### config.mk
export PLATFORM = sky130hd
export DESIGN_NAME = change_dispenser
export DESIGN_NICKNAME = d
export VERILOG_FILES = /design/src/rtl/change_dispenser.sv
export SDC_FILE = /design/constraint.sdc
export NUM_CORES = 1
export LEC_CHECK = 0
export ABC_CLOCK_PERIOD_IN_PS = 8880
export CELL_PAD_IN_SITES_DETAIL_PLACEMENT = 1
export CELL_PAD_IN_SITES_GLOBAL_PLACEMENT = 1
export CORE_ASPECT_RATIO = 0.7
export CORE_MARGIN = 2
export CORE_UTILIZATION = 33
export DETAILED_ROUTE_END_ITERATION = 8
export GPL_TIMING_DRIVEN = 0
export HOLD_SLACK_MARGIN = 0.1
export PLACE_DENSITY_LB_ADDON = 0.1
export SYNTH_ARGS = -nofsm -noshare
export SYNTH_HDL_FRONTEND = slang
export SYNTH_SLANG_ARGS = --single-unit
### constraint.sdc
create_clock -name clk -period 8.88 [get_ports clk]
set_clock_uncertainty 0.2 [all_clocks]
set_input_delay 1.776 -clock clk [delete_from_list [all_inputs] [get_ports clk]]
set_output_delay 1.776 -clock clk [all_outputs]
set_load 0.01 [all_outputs]
### src/rtl/change_dispenser.sv
// Refund payout engine: pays a requested amount as quarter/dime/nickel pulses
// using greedy selection bounded by coin stock, then acknowledges with a four-phase handshake.
module change_dispenser #(
    parameter int CHANGE_W = 8,
    parameter int CNT_W    = 8,
    parameter int COIN_GAP = 2,
    parameter int INIT_Q   = 10,
    parameter int INIT_D   = 10,
    parameter int INIT_N   = 10
) (
    input  logic                clk,
    input  logic                reset,
    input  logic                cancelled,
    input  logic [CHANGE_W-1:0] change,
    input  logic                refill_valid,
    input  logic [1:0]          refill_sel,
    input  logic [CNT_W-1:0]    refill_qty,
    output logic                cancelledDone,
    output logic                coin_q,
    output logic                coin_d,
    output logic                coin_n,
    output logic                busy,
    output logic                short_change,
    output logic [CNT_W-1:0]    stock_q,
    output logic [CNT_W-1:0]    stock_d,
    output logic [CNT_W-1:0]    stock_n
);

    typedef enum logic [2:0] {
        S_IDLE,
        S_PICK,
        S_EMIT,
        S_GAP,
        S_DONE
    } state_t;

    state_t                state_q, state_d;
    logic [CHANGE_W-1:0]   rem_q, rem_d;
    logic [3:0]            gap_q, gap_d;
    logic [2:0]            pulse_q, pulse_d;   // [0]=nickel [1]=dime [2]=quarter
    logic                  done_q, done_d;
    logic                  busy_q, busy_d;
    logic                  short_q, short_d;

    logic [2:0]            elig;
    logic [2:0]            take;
    logic [CHANGE_W-1:0]   val_part [3];
    logic [CHANGE_W-1:0]   take_val;
    logic [CNT_W-1:0]      stk [3];

    // Coin index matches the refill_sel encoding: 0 nickel, 1 dime, 2 quarter.
    genvar gi;
    generate
        for (gi = 0; gi < 3; gi++) begin : g_coin
            localparam int VAL  = (gi == 2) ? 25 : ((gi == 1) ? 10 : 5);
            localparam int INIT = (gi == 2) ? INIT_Q : ((gi == 1) ? INIT_D : INIT_N);

            logic [CNT_W-1:0] cnt_q, cnt_d;
            logic [CNT_W:0]   sum;
            logic             add_hit;

            assign add_hit      = refill_valid && (refill_sel == 2'(gi));
            assign elig[gi]     = (rem_q >= CHANGE_W'(VAL)) && (cnt_q != '0);
            assign val_part[gi] = take[gi] ? CHANGE_W'(VAL) : '0;

            // One extra bit catches overflow; decrement only happens when cnt_q > 0.
            always_comb begin
                sum   = {1'b0, cnt_q}
                      + (add_hit ? {1'b0, refill_qty} : '0)
                      - {{CNT_W{1'b0}}, take[gi]};
                cnt_d = sum[CNT_W] ? '1 : sum[CNT_W-1:0];
            end

            always_ff @(posedge clk or posedge reset) begin
                if (reset) begin
                    cnt_q <= CNT_W'(INIT);
                end else begin
                    cnt_q <= cnt_d;
                end
            end

            assign stk[gi] = cnt_q;
        end
    endgenerate

    // Greedy priority: largest eligible coin wins.
    assign take = (state_q == S_PICK)
                ? {elig[2], elig[1] & ~elig[2], elig[0] & ~elig[1] & ~elig[2]}
                : 3'b000;
    assign take_val = val_part[0] | val_part[1] | val_part[2];

    always_comb begin
        state_d = state_q;
        rem_d   = rem_q;
        gap_d   = gap_q;
        pulse_d = 3'b000;
        done_d  = done_q;
        short_d = short_q;

        case (state_q)
            S_IDLE: begin
                if (cancelled) begin
                    rem_d   = change;
                    short_d = 1'b0;
                    state_d = S_PICK;
                end
            end
            S_PICK: begin
                if (take != 3'b000) begin
                    rem_d   = rem_q - take_val;
                    pulse_d = take;
                    state_d = S_EMIT;
                end else begin
                    if (rem_q != '0) begin
                        short_d = 1'b1;
                    end
                    done_d  = 1'b1;
                    state_d = S_DONE;
                end
            end
            S_EMIT: begin
                if (COIN_GAP == 0) begin
                    state_d = S_PICK;
                end else begin
                    gap_d   = 4'(COIN_GAP - 1);
                    state_d = S_GAP;
                end
            end
            S_GAP: begin
                if (gap_q == 4'd0) begin
                    state_d = S_PICK;
                end else begin
                    gap_d = gap_q - 4'd1;
                end
            end
            S_DONE: begin
                if (!cancelled) begin
                    done_d  = 1'b0;
                    state_d = S_IDLE;
                end
            end
            default: begin
                state_d = S_IDLE;
            end
        endcase

        busy_d = (state_d != S_IDLE);
    end

    always_ff @(posedge clk or posedge reset) begin
        if (reset) begin
            state_q <= S_IDLE;
            rem_q   <= '0;
            gap_q   <= '0;
            pulse_q <= 3'b000;
            done_q  <= 1'b0;
            busy_q  <= 1'b0;
            short_q <= 1'b0;
        end else begin
            state_q <= state_d;
            rem_q   <= rem_d;
            gap_q   <= gap_d;
            pulse_q <= pulse_d;
            done_q  <= done_d;
            busy_q  <= busy_d;
            short_q <= short_d;
        end
    end

    assign coin_n        = pulse_q[0];
    assign coin_d        = pulse_q[1];
    assign coin_q        = pulse_q[2];
    assign cancelledDone = done_q;
    assign busy          = busy_q;
    assign short_change  = short_q;
    assign stock_n       = stk[0];
    assign stock_d       = stk[1];
    assign stock_q       = stk[2];

endmodule

==> flow_metrics.py <==
metrics = {
    "die": {
        "placeableCoreArea_mm2": 0.0111,
        "placement_rows": 32,
        "design.portCount": 52,
        "die_h_um": 93.2,
        "start_util": 0.339,
        "area_enclosed_by_the_die_boundary_mm2": 0.0122,
        "dieWidth_um": 131,
    },
    "grt": {
        "grt_antenna_before_repair": 0,
        "grt_pass1_wl_mm": 17.3,
        "grt_max_degree": 33,
        "grt_pass1_vias": 3309,
        "grt_overflow": 0,
        "globalRouteTotalUtil": 0.177,
    },
    "yosys": {
        "synth-edff-count": 0,
        "yosysWarningCount": 0,
        "postSynthRegisterBits": 45,
        "syn_avg_cell_area_um2": 8.58,
        "mappedNetlistArea_mm2": 0.00375,
        "yosys.cell_types.count": 53,
        "ys_async_sr_fraction": 1.00,
        "syn-num-nets": 518,
        "synth_top_flop_cell": "sky130_fd_sc_hd__dfrtp_1",
        "synth_sequential_area_ratio": 0.303,
        "gate_count_after_technology_mapping": 437,
    },
    "power_and_ir_drop": {
        "ir_worst_vdd_uv": 128,
        "cellPowerDensity_mw_per_mm2": 346,
        "leak_pwr_nw": 2.21,
    },
    "drt": {
        "drt_iter0_drc": 132,
        "post_drt_via_cell_ratio": 4.78,
        "drc": 0,
        "route.detailed.wl_per_inst_um": 15.8,
        "antenna_left": 0,
        "route.final.wire_length_mm": 10.3,
        "detailedRoute.firstPassIterationCount": 4,
        "num_vias": 3110,
    },
    "finish": {
        "leading_cell_type_in_the_layout_fill_and_taps_excluded": "sky130_fd_sc_hd__inv_1",
        "nFillCells": 1336,
        "area_growth_syn_to_layout_pct": 23.5,
        "num-nets-final": 577,
        "antenna-diode-count": 0,
        "most-common-layout-cells": "sky130_fd_sc_hd__inv_1 (85), sky130_fd_sc_hd__ha_1 (55), sky130_fd_sc_hd__clkdlybuf4s50_1 (51), sky130_fd_sc_hd__nand2_1 (46), sky130_fd_sc_hd__o21ai_0 (43)",
        "finish.utilization": 0.419,
        "drive_gt1_frac": 0.0664,
    },
    "sta": {
        "setup_tns_ns": 0,
        "final_hold_viol_count": 0,
        "max-slew-margin-rel": 0.380,
        "setup_viol": 0,
        "fin_crit_ns": 5.44,
        "layout_worst_path_cycle_share": 0.613,
        "rsz0062_at_grt": "no",
        "tightest_slew_ns": 0.927,
        "maximum_operating_frequency_mhz": 184,
        "slew_violations": 0,
    },
    "clock_network": {
        "ctsLongestPathBuffers": 2,
        "ctsHtreeMaxLevel": 2,
        "cts_resized": 0,
        "cts.repair_timing.setup_buffer_count": 0,
        "clock-sinks": 45,
        "clk-insertion-delay-late_ns": 0.29,
        "cts-buffers-inserted": 5,
        "worst_setup_hold_path_clk_slew_ns": 0.06,
        "root_cell_of_the_clock_tree": "sky130_fd_sc_hd__clkbuf_16",
        "cts_tree": "built",
        "number_of_buffers_added_to_fix_hold_violations_after_cts": 0,
    },
    "setup_path": {
        "critical_path.endpoint": "stock_n[6]$_DFF_PP0_",
        "critical_path.reg2reg.endpoint": "stock_n[6]$_DFF_PP0_",
        "regToRegSetupSlack_ns": 4.51,
        "timing.critical_path.required_ns": 8.82,
        "cp_data_arrival_time_ns": 5.38,
        "cp-startpoint": "refill_valid",
        "timing.reg2reg.worst_path_depth": 14,
        "worst-path-max-fanout": 8,
        "crit_type": "in -> reg",
        "r2r_start": "rem_q[1]$_DFFE_PP0P_",
        "cp-start-kind": "input pin",
        "setup.worst_path.end_class": "register",
    },
    "run_status": {
        "outcome": "finished, final reports clean",
    },
    "run": {
        "reported_max_cap_violation_count": 0,
    },
    "place": {
        "port_buffers": 51,
        "globalplace.congestion": 0.766,
        "detailed_place_hpwl_mm": 8.36,
    },
    "hold_path": {
        "hold_path_class": "reg -> reg",
    },
}
-- how the worst min path moves through the flow --
| stage | startpoint | endpoint | depth (start not counted) |
|---|---|---|---|
| 3_3_place_gp | cancelledDone$_DFFE_PP0P_ | cancelledDone$_DFFE_PP0P_ | 2 |
| 3_5_place_dp | cancelledDone$_DFFE_PP0P_ | cancelledDone$_DFFE_PP0P_ | 2 |
| 6_report | cancelledDone$_DFFE_PP0P_ | cancelledDone$_DFFE_PP0P_ | 2 |
| 5_1_grt | cancelledDone$_DFFE_PP0P_ | cancelledDone$_DFFE_PP0P_ | 2 |
| 2_1_floorplan | gap_q[3]$_DFFE_PP0P_ | gap_q[3]$_DFFE_PP0P_ | 2 |
| 4_1_cts | cancelledDone$_DFFE_PP0P_ | cancelledDone$_DFFE_PP0P_ | 2 |
-- flip-flops by register name, indices dropped and copies added (netlist names) --
name and count:
pulse_q 3, stock_d 8, short_change 1, gap_q 4, busy 1, cancelledDone 1, stock_q 8, stock_n 8
state_q 3, rem_q 8
-- metrics by stage --
stage | instances | cell area [um^2] | setup slack (ns) | hold slack (ns) | power [mW]
global route | 650 | 4630 | 2.89 | 0.358 | 1.78
floorplan | 437 | 3750 | 4.47 | 0.261 | 1.09
CTS | 650 | 4630 | 3.31 | 0.299 | 1.62
finish | 650 | 4630 | 3.44 | 0.298 | 1.60
detailed placement | 642 | 4470 | 3.03 | 0.284 | 1.40
global placement | 641 | 4450 | 3.15 | 0.260 | 1.38
-- where the power goes --
group | internal (mW) | total [mW] | switching, mW
Combinational | 0.469 | 1.02 | 0.554
Sequential | 0.295 | 0.376 | 0.0804
Clock | 0.119 | 0.200 | 0.0807
-- synthesized netlist by cell type, types with 2 or more instances --
library cell                count  area [um^2]
sky130_fd_sc_hd__o21a_1         5         37.5
sky130_fd_sc_hd__fa_1           4         80.1
sky130_fd_sc_hd__o22ai_1        2         12.5
sky130_fd_sc_hd__nand2b_1       5         31.3
sky130_fd_sc_hd__o21bai_1       3         22.5
sky130_fd_sc_hd__o2111ai_1      4         35.0
sky130_fd_sc_hd__a21o_1         2         15.0
sky130_fd_sc_hd__o211ai_1       4         30.0
sky130_fd_sc_hd__dfrtp_1       39          976
sky130_fd_sc_hd__a21oi_1       11         55.1
sky130_fd_sc_hd__buf_6          2         22.5
sky130_fd_sc_hd__a22oi_2        2         25.0
sky130_fd_sc_hd__xor2_1        12          105
sky130_fd_sc_hd__inv_1         86          323
sky130_fd_sc_hd__ha_1          55          688
sky130_fd_sc_hd__mux2_4         4         60.1
sky130_fd_sc_hd__nor4_1         7         43.8
sky130_fd_sc_hd__o211a_1        2         20.0
sky130_fd_sc_hd__nor2b_1        6         37.5
sky130_fd_sc_hd__xnor2_1        8         70.1
sky130_fd_sc_hd__o41ai_1        3         26.3
sky130_fd_sc_hd__and2_1         3         18.8
sky130_fd_sc_hd__nand2_1       46          173
sky130_fd_sc_hd__nor3b_1        3         22.5
sky130_fd_sc_hd__dfstp_2        6          158
sky130_fd_sc_hd__o21ai_0       43          215
sky130_fd_sc_hd__nand3b_1       5         37.5
sky130_fd_sc_hd__nand3_1       10         50.1
sky130_fd_sc_hd__a31oi_1        3         18.8
sky130_fd_sc_hd__nor3_1        10         50.1
sky130_fd_sc_hd__nor2_1        20         75.1
-- worst max-delay path: stages --
cell and delay [ns]:
sky130_fd_sc_hd__clkdlybuf4s50_1 0.49, sky130_fd_sc_hd__nor3b_1 0.76, sky130_fd_sc_hd__nand2_1 0.19, sky130_fd_sc_hd__ha_1 0.32, sky130_fd_sc_hd__inv_1 0.04, sky130_fd_sc_hd__ha_1 0.20
sky130_fd_sc_hd__inv_1 0.07, sky130_fd_sc_hd__fa_1 0.20, sky130_fd_sc_hd__nor2b_1 0.07, sky130_fd_sc_hd__o2111ai_1 0.23, sky130_fd_sc_hd__a31oi_1 0.15, sky130_fd_sc_hd__nor3_1 0.69
sky130_fd_sc_hd__o21ai_0 0.18
-- layer usage --
layer / wire, um / global-route usage / part of all wire / up-vias
met1: 5660 / 0.260 / 0.55 / 1471
met2: 4260 / 0.274 / 0.42 / 32
li1: - / - / - / 1600
met3: 259 / 0.0309 / 0.025 / 7
met5: 0 / 0 / 0 / -
met4: 91 / 0.0380 / 0.0089 / 0
-- final cells by class --
cell class / instances / area [um^2] / area share
clock inverter: 1 / 5.00 / 0.00108
multi-input combinational: 302 / 2260 / 0.488
buffer: 4 / 31.3 / 0.00676
sequential: 45 / 1130 / 0.245
inverter: 86 / 323 / 0.0698
tap: 153 / 191 / 0.0414
clock buffer: 7 / 153 / 0.0330
timing repair buffer: 52 / 531 / 0.115
-- cell families after synthesis --
family | Yosys count | synth area share
AO/OA/AOI/OAI | 94 | 0.164
multiplexers | 5 | 0.0187
buffers and inverters | 90 | 0.0945
AND/OR/NAND/NOR | 124 | 0.169
flip-flops | 45 | 0.303
XOR/XNOR | 20 | 0.0467
adder cells (fa/ha/maj) | 59 | 0.205
(Power assumes the default switching activity.)
